--- src/rtl/sync_fifo_packer.sv ---
// Read-side packer for the synchronous FIFO: drains narrow FWFT words and
// packs PACK_RATIO of them little-endian into one registered wide word.
// A flush pushes out a partially filled word with lane keep bits and o_last.
module sync_fifo_packer #(
   parameter int unsigned DATA_WIDTH = 8,
   parameter int unsigned PACK_RATIO = 4,
   parameter int unsigned OUT_WIDTH  = DATA_WIDTH * PACK_RATIO,
   parameter int unsigned CNT_WIDTH  = $clog2(PACK_RATIO)
) (
   input  logic                  i_clk,
   input  logic                  i_rst,
   input  logic                  i_fifo_valid,
   input  logic [DATA_WIDTH-1:0] i_fifo_data,
   output logic                  o_fifo_ready,
   input  logic                  i_flush,
   output logic                  o_valid,
   output logic [OUT_WIDTH-1:0]  o_data,
   output logic [PACK_RATIO-1:0] o_keep,
   output logic                  o_last,
   input  logic                  i_ready
);

   typedef enum logic [0:0] {StFill, StFlushWait} state_e;

   localparam logic [CNT_WIDTH-1:0] LastLane = CNT_WIDTH'(PACK_RATIO - 1);

   state_e                 state_q, state_d;
   logic [CNT_WIDTH-1:0]   cnt_q, cnt_d;
   logic [OUT_WIDTH-1:0]   acc_q, acc_d;
   logic                   valid_q, valid_d;
   logic [OUT_WIDTH-1:0]   data_q, data_d;
   logic [PACK_RATIO-1:0]  keep_q, keep_d;
   logic                   last_q, last_d;

   logic                   slot_free;
   logic                   accept;
   logic [CNT_WIDTH:0]     fill_cnt;
   logic [OUT_WIDTH-1:0]   acc_with;

   // Lanes below n are valid.
   function automatic logic [PACK_RATIO-1:0] keep_mask(input logic [CNT_WIDTH:0] n);
      logic [PACK_RATIO-1:0] m;
      for (int k = 0; k < PACK_RATIO; k++) begin
         m[k] = ((CNT_WIDTH+1)'(k) < n);
      end
      return m;
   endfunction

   assign slot_free = ~valid_q | i_ready;

   // Last lane may only be taken when the completed word has somewhere to go.
   assign o_fifo_ready = ~i_rst && (state_q == StFill) && ((cnt_q != LastLane) || slot_free);
   assign accept       = i_fifo_valid & o_fifo_ready;

   // Accumulator view including a word accepted this cycle, and the resulting fill.
   always_comb begin
      acc_with = acc_q;
      if (accept) begin
         acc_with[cnt_q*DATA_WIDTH +: DATA_WIDTH] = i_fifo_data;
      end
      fill_cnt = {1'b0, cnt_q} + (CNT_WIDTH+1)'(accept);
   end

   // Next-state: lane counter, accumulator, output register and flush FSM.
   always_comb begin
      state_d = state_q;
      cnt_d   = cnt_q;
      acc_d   = acc_q;
      valid_d = valid_q & ~i_ready;
      data_d  = data_q;
      keep_d  = keep_q;
      last_d  = last_q;
      unique case (state_q)
         StFill: begin
            if (accept) begin
               acc_d = acc_with;
               cnt_d = cnt_q + 1'b1;
            end
            if (accept && (cnt_q == LastLane)) begin
               // Full word; a coincident flush just marks it as last.
               valid_d = 1'b1;
               data_d  = acc_with;
               keep_d  = '1;
               last_d  = i_flush;
               cnt_d   = '0;
               acc_d   = '0;
            end else if (i_flush && (fill_cnt != '0)) begin
               if (slot_free) begin
                  valid_d = 1'b1;
                  data_d  = acc_with;
                  keep_d  = keep_mask(fill_cnt);
                  last_d  = 1'b1;
                  cnt_d   = '0;
                  acc_d   = '0;
               end else begin
                  // acc_d/cnt_d already include any same-cycle word.
                  state_d = StFlushWait;
               end
            end
         end
         StFlushWait: begin
            if (slot_free) begin
               valid_d = 1'b1;
               data_d  = acc_q;
               keep_d  = keep_mask({1'b0, cnt_q});
               last_d  = 1'b1;
               cnt_d   = '0;
               acc_d   = '0;
               state_d = StFill;
            end
         end
         default: state_d = StFill;
      endcase
   end

   // State and output registers.
   always_ff @(posedge i_clk or posedge i_rst) begin
      if (i_rst) begin
         state_q <= StFill;
         cnt_q   <= '0;
         acc_q   <= '0;
         valid_q <= 1'b0;
         data_q  <= '0;
         keep_q  <= '0;
         last_q  <= 1'b0;
      end else begin
         state_q <= state_d;
         cnt_q   <= cnt_d;
         acc_q   <= acc_d;
         valid_q <= valid_d;
         data_q  <= data_d;
         keep_q  <= keep_d;
         last_q  <= last_d;
      end
   end

   assign o_valid = valid_q;
   assign o_data  = data_q;
   assign o_keep  = keep_q;
   assign o_last  = last_q;

endmodule
--- config.mk ---
export PLATFORM = sky130hd
export DESIGN_NAME = sync_fifo_packer
export DESIGN_NICKNAME = d
export VERILOG_FILES = /design/src/rtl/sync_fifo_packer.sv
export SDC_FILE = /design/constraint.sdc
export NUM_CORES = 1
export LEC_CHECK = 0
export ABC_AREA = 1
export BUFFER_PORTS_ARGS = -buffer_cell sky130_fd_sc_hd__buf_2
export CORE_MARGIN = 3
export CORE_UTILIZATION = 45
export DETAILED_ROUTE_END_ITERATION = 12
export GPL_TIMING_DRIVEN = 0
export SYNTH_ARGS = -nofsm -noshare
export SYNTH_HDL_FRONTEND = slang
export SYNTH_SLANG_ARGS = --single-unit
export TNS_END_PERCENT = 1
--- constraint.sdc ---
create_clock -name i_clk -period 3.1 [get_ports i_clk]
set_input_delay 0.62 -clock i_clk [delete_from_list [all_inputs] [get_ports i_clk]]
set_output_delay 0.62 -clock i_clk [all_outputs]
set_load 0.005 [all_outputs]
==> flow_metrics.env <==
export IMPL_finalClockSkew_ns=0.00854
export IMPL_coreArea_sq_mm=0.00797
export IMPL_ys_flop_type="dfrtp_1"
export IMPL_combinationalPowerShare=0.384
export IMPL_nets=585
export IMPL_avgViaCountPerCell=4.82
export IMPL_port_buffers=51
export IMPL_n_fill_cell=786
export IMPL_finalHoldViolations=0
export IMPL_grt_max_degree=48
export IMPL_synth_cells=500
export IMPL_setup_viol=0
export IMPL_antenna_found_initial=0
export IMPL_grt_pass1_wl_um=15700
export IMPL_cp_slowest_cell="dfrtp_1"
export IMPL_finalCriticalPeriod_ns=2.84
export IMPL_num_vias=3231
export IMPL_grt_pass1_vias=3201
export IMPL_path_buf_inv=5
export IMPL_cts_root_buf="clkbuf_8"
export IMPL_antenna_left=0
export IMPL_rsz0062_at_grt="false"
export IMPL_path_cells="ha_1, nand3_4, nand3_2, inv_1, ha_1, inv_1, ha_1, inv_1, nand3_1, nand2_1, nand3_4, nand2_4, inv_4, buf_6, nand2_1, nand2_1"
export IMPL_outcome="completed"
export IMPL_gr_total_overflow=0
export IMPL_drive_gt1_frac=0.180
export IMPL_worstPathArrival_ns=3.07
export IMPL_min_period_over_period=0.915
export IMPL_whs_ns=0.308
export IMPL_clkPwrFrac=0.270
export IMPL_clockBufferDepth=2
export IMPL_crit_path_max_fanout=10
export IMPL_yosys_top_cells_area="dfrtp_1 48%, nand2_1 29%, ha_1 3.0%, inv_1 2.5%, o21ai_0 2.4%"
export IMPL_htreeDepth=3
export IMPL_hpwl_um=6290
export IMPL_insertedDiodeCount=0
export IMPL_seqPwrFrac=0.346
export IMPL_drv_cap=0
export IMPL_synthesis_area_sq_mm=0.00379
export IMPL_slew_violations=0
export IMPL_layout_common_cells="289 x nand2_1, 73 x dfrtp_1, 56 x buf_2, 24 x inv_1, 19 x nor2_1"
export IMPL_drtIter0Drc=122
export IMPL_critPathMaxStageDelay_ns=0.49
export IMPL_netlist_area_leader_share=0.482
export IMPL_tightest_slew_ns=0.491
export IMPL_ys_warn_count=0
export IMPL_p_leak_nw=2.52
export IMPL_critPathTopFamily="simple AND/OR/NAND/NOR gates"
export IMPL_p_sw_frac=0.386
export IMPL_crit_type="flop to flop"
export IMPL_fmax_mhz=352
export IMPL_cts_setup_buffers=0
export IMPL_drcViolationCount=0
export IMPL_power_switching_mw=1.34
export IMPL_start_util=0.476
export IMPL_finalPower_mw=3.47
export IMPL_cts_sinks=73
export IMPL_ys_types=28
export IMPL_hp_class="input port to asynchronous set/reset pin"
export IMPL_critPathLaunchType="flop"
export IMPL_post_cts_resized=0
export IMPL_area_delta_synth_final_pct=18.0
export IMPL_p_per_area_mw_per_mm2=775
export IMPL_insertion_delay_ns=0.34
export IMPL_ys_async_sr_fraction=1.00
export IMPL_globalplace_congestion=0.802
export IMPL_ys_seq_elements=73
export IMPL_p_int_mw=2.13
export IMPL_yosys_area_top_type="dfrtp_1"
export IMPL_synth_nets=522
export IMPL_io_pins=52
export IMPL_fp_dieW_um=97.8
export IMPL_fin_tns_setup_ns=0
export IMPL_cts_inserted_buffers=9
export IMPL_cp_end_kind="flop"
export IMPL_final_common_cell="nand2_1"
export IMPL_drt_wirelength_per_cell_um=13.6
export IMPL_ys_seq_area_frac=0.482
export IMPL_row_count=32
export IMPL_grt_usage=0.202
export IMPL_slew_headroom=0.672
export IMPL_fin_util=0.562
export IMPL_hold_buffers=0
export IMPL_first_pass_iters=4
export IMPL_wl_um=9100
export IMPL_avgSynthCellArea_sq_um=7.59
export IMPL_synth_edf_count=0
export IMPL_cts_tree="done"
export IMPL_cts_clk_slew_worst_paths_ns=0.08
export IMPL_max_vdd_ir_drop_mv=0.344
export IMPL_die_y_um=97.8
export IMPL_die_area_sq_mm=0.00957
export IMPL_cp_data_required_time_ns=3.33
[flip-flops by register name, summed over array words and instances (netlist names)]
| signal | cells |
|---|---|
| acc_q | 32 |
| cnt_q | 2 |
| o_data | 32 |
| o_keep | 4 |
| o_last | 1 |
| o_valid | 1 |
| state_q | 1 |
[cells by family after synthesis]
kind of cell | share of synthesized area
compound gates | 0.0505
flops | 0.482
fa+ha+maj | 0.0297
simple gates | 0.370
buf+inv | 0.0686
[through the flow]
step | setup slack, ns | instances | cell area, sq um
2_1_floorplan | 0.556 | 500 | 3790
3_3_place_gp | -0.443 | 653 | 4180
3_5_place_dp | 0.0640 | 654 | 4210
4_1_cts | 0.0129 | 670 | 4460
5_1_grt | 0.0402 | 670 | 4480
6_report | 0.262 | 670 | 4480
[power by group through the flow]
stage	Clock (mW)	Combinational [mW]	Sequential, mW
6_report	0.939	1.33	1.20
5_1_grt	1.00	1.50	1.22
4_1_cts	0.958	1.33	1.20
3_5_place_dp	0	1.32	1.22
3_3_place_gp	0	1.30	1.21
2_1_floorplan	0	0.915	1.21
[path summary, 6_finish.rpt]
check / start / slack, ns / to / depth (start not counted)
max in group asynchronous: i_rst / 2.24 / acc_q[10] / 3
worst min register to register: o_data[25] / 0.48 / o_data[25] / 2
worst min-delay path: i_rst / 0.31 / o_keep[3] / 2
min in group i_clk: o_data[25] / 0.48 / o_data[25] / 2
worst max-delay path: cnt_q[1] / 0.26 / o_data[15] / 16
worst max register to register: cnt_q[1] / 0.26 / o_data[15] / 16
[synthesized netlist by cell type (2+ instances only)]
cell type and count:
and3_1 2, buf_4 3, nor2_1 20, nand4_1 2
o21ai_1 13, nand2_1 289, ha_1 9, nand4_4 4
buf_2 5, nand3_1 11, o21ai_0 18, nor2_2 2
buf_6 8, inv_1 25, clkbuf_1 4, dfrtp_1 73
[metal layers]
| metal | GRT usage | vias up | share of wire |
|---|---|---|---|
| met1 | 0.285 | 1488 | 0.49 |
| met3 | 0.0443 | 11 | 0.044 |
| met2 | 0.315 | 73 | 0.45 |
| li1 | - | 1659 | - |
| met5 | 0 | - | 0 |
| met4 | 0.0543 | 0 | 0.011 |
[worst register-to-register path, stage by stage, from the launching register on]
cell     delay, ns
dfrtp_1       0.49
ha_1          0.35
nand3_4       0.19
nand3_2       0.16
inv_1         0.06
ha_1          0.20
inv_1         0.06
ha_1          0.21
inv_1         0.08
nand3_1       0.13
nand2_1       0.20
nand3_4       0.13
nand2_4       0.14
inv_4         0.08
buf_6         0.14
nand2_1       0.06
nand2_1       0.05
[cell type report]
type / instances / area [sq um] / share of cell area
inverter: 28 / 110 / 0.0246
sequential: 73 / 1830 / 0.408
clock buffer: 12 / 155 / 0.0347
tap: 102 / 128 / 0.0285
clock inverter: 4 / 98.8 / 0.0221
multi-input combinational: 379 / 1720 / 0.385
timing repair buffer: 52 / 283 / 0.0632
buffer: 20 / 154 / 0.0344
Power figures use the tool's default switching activity.
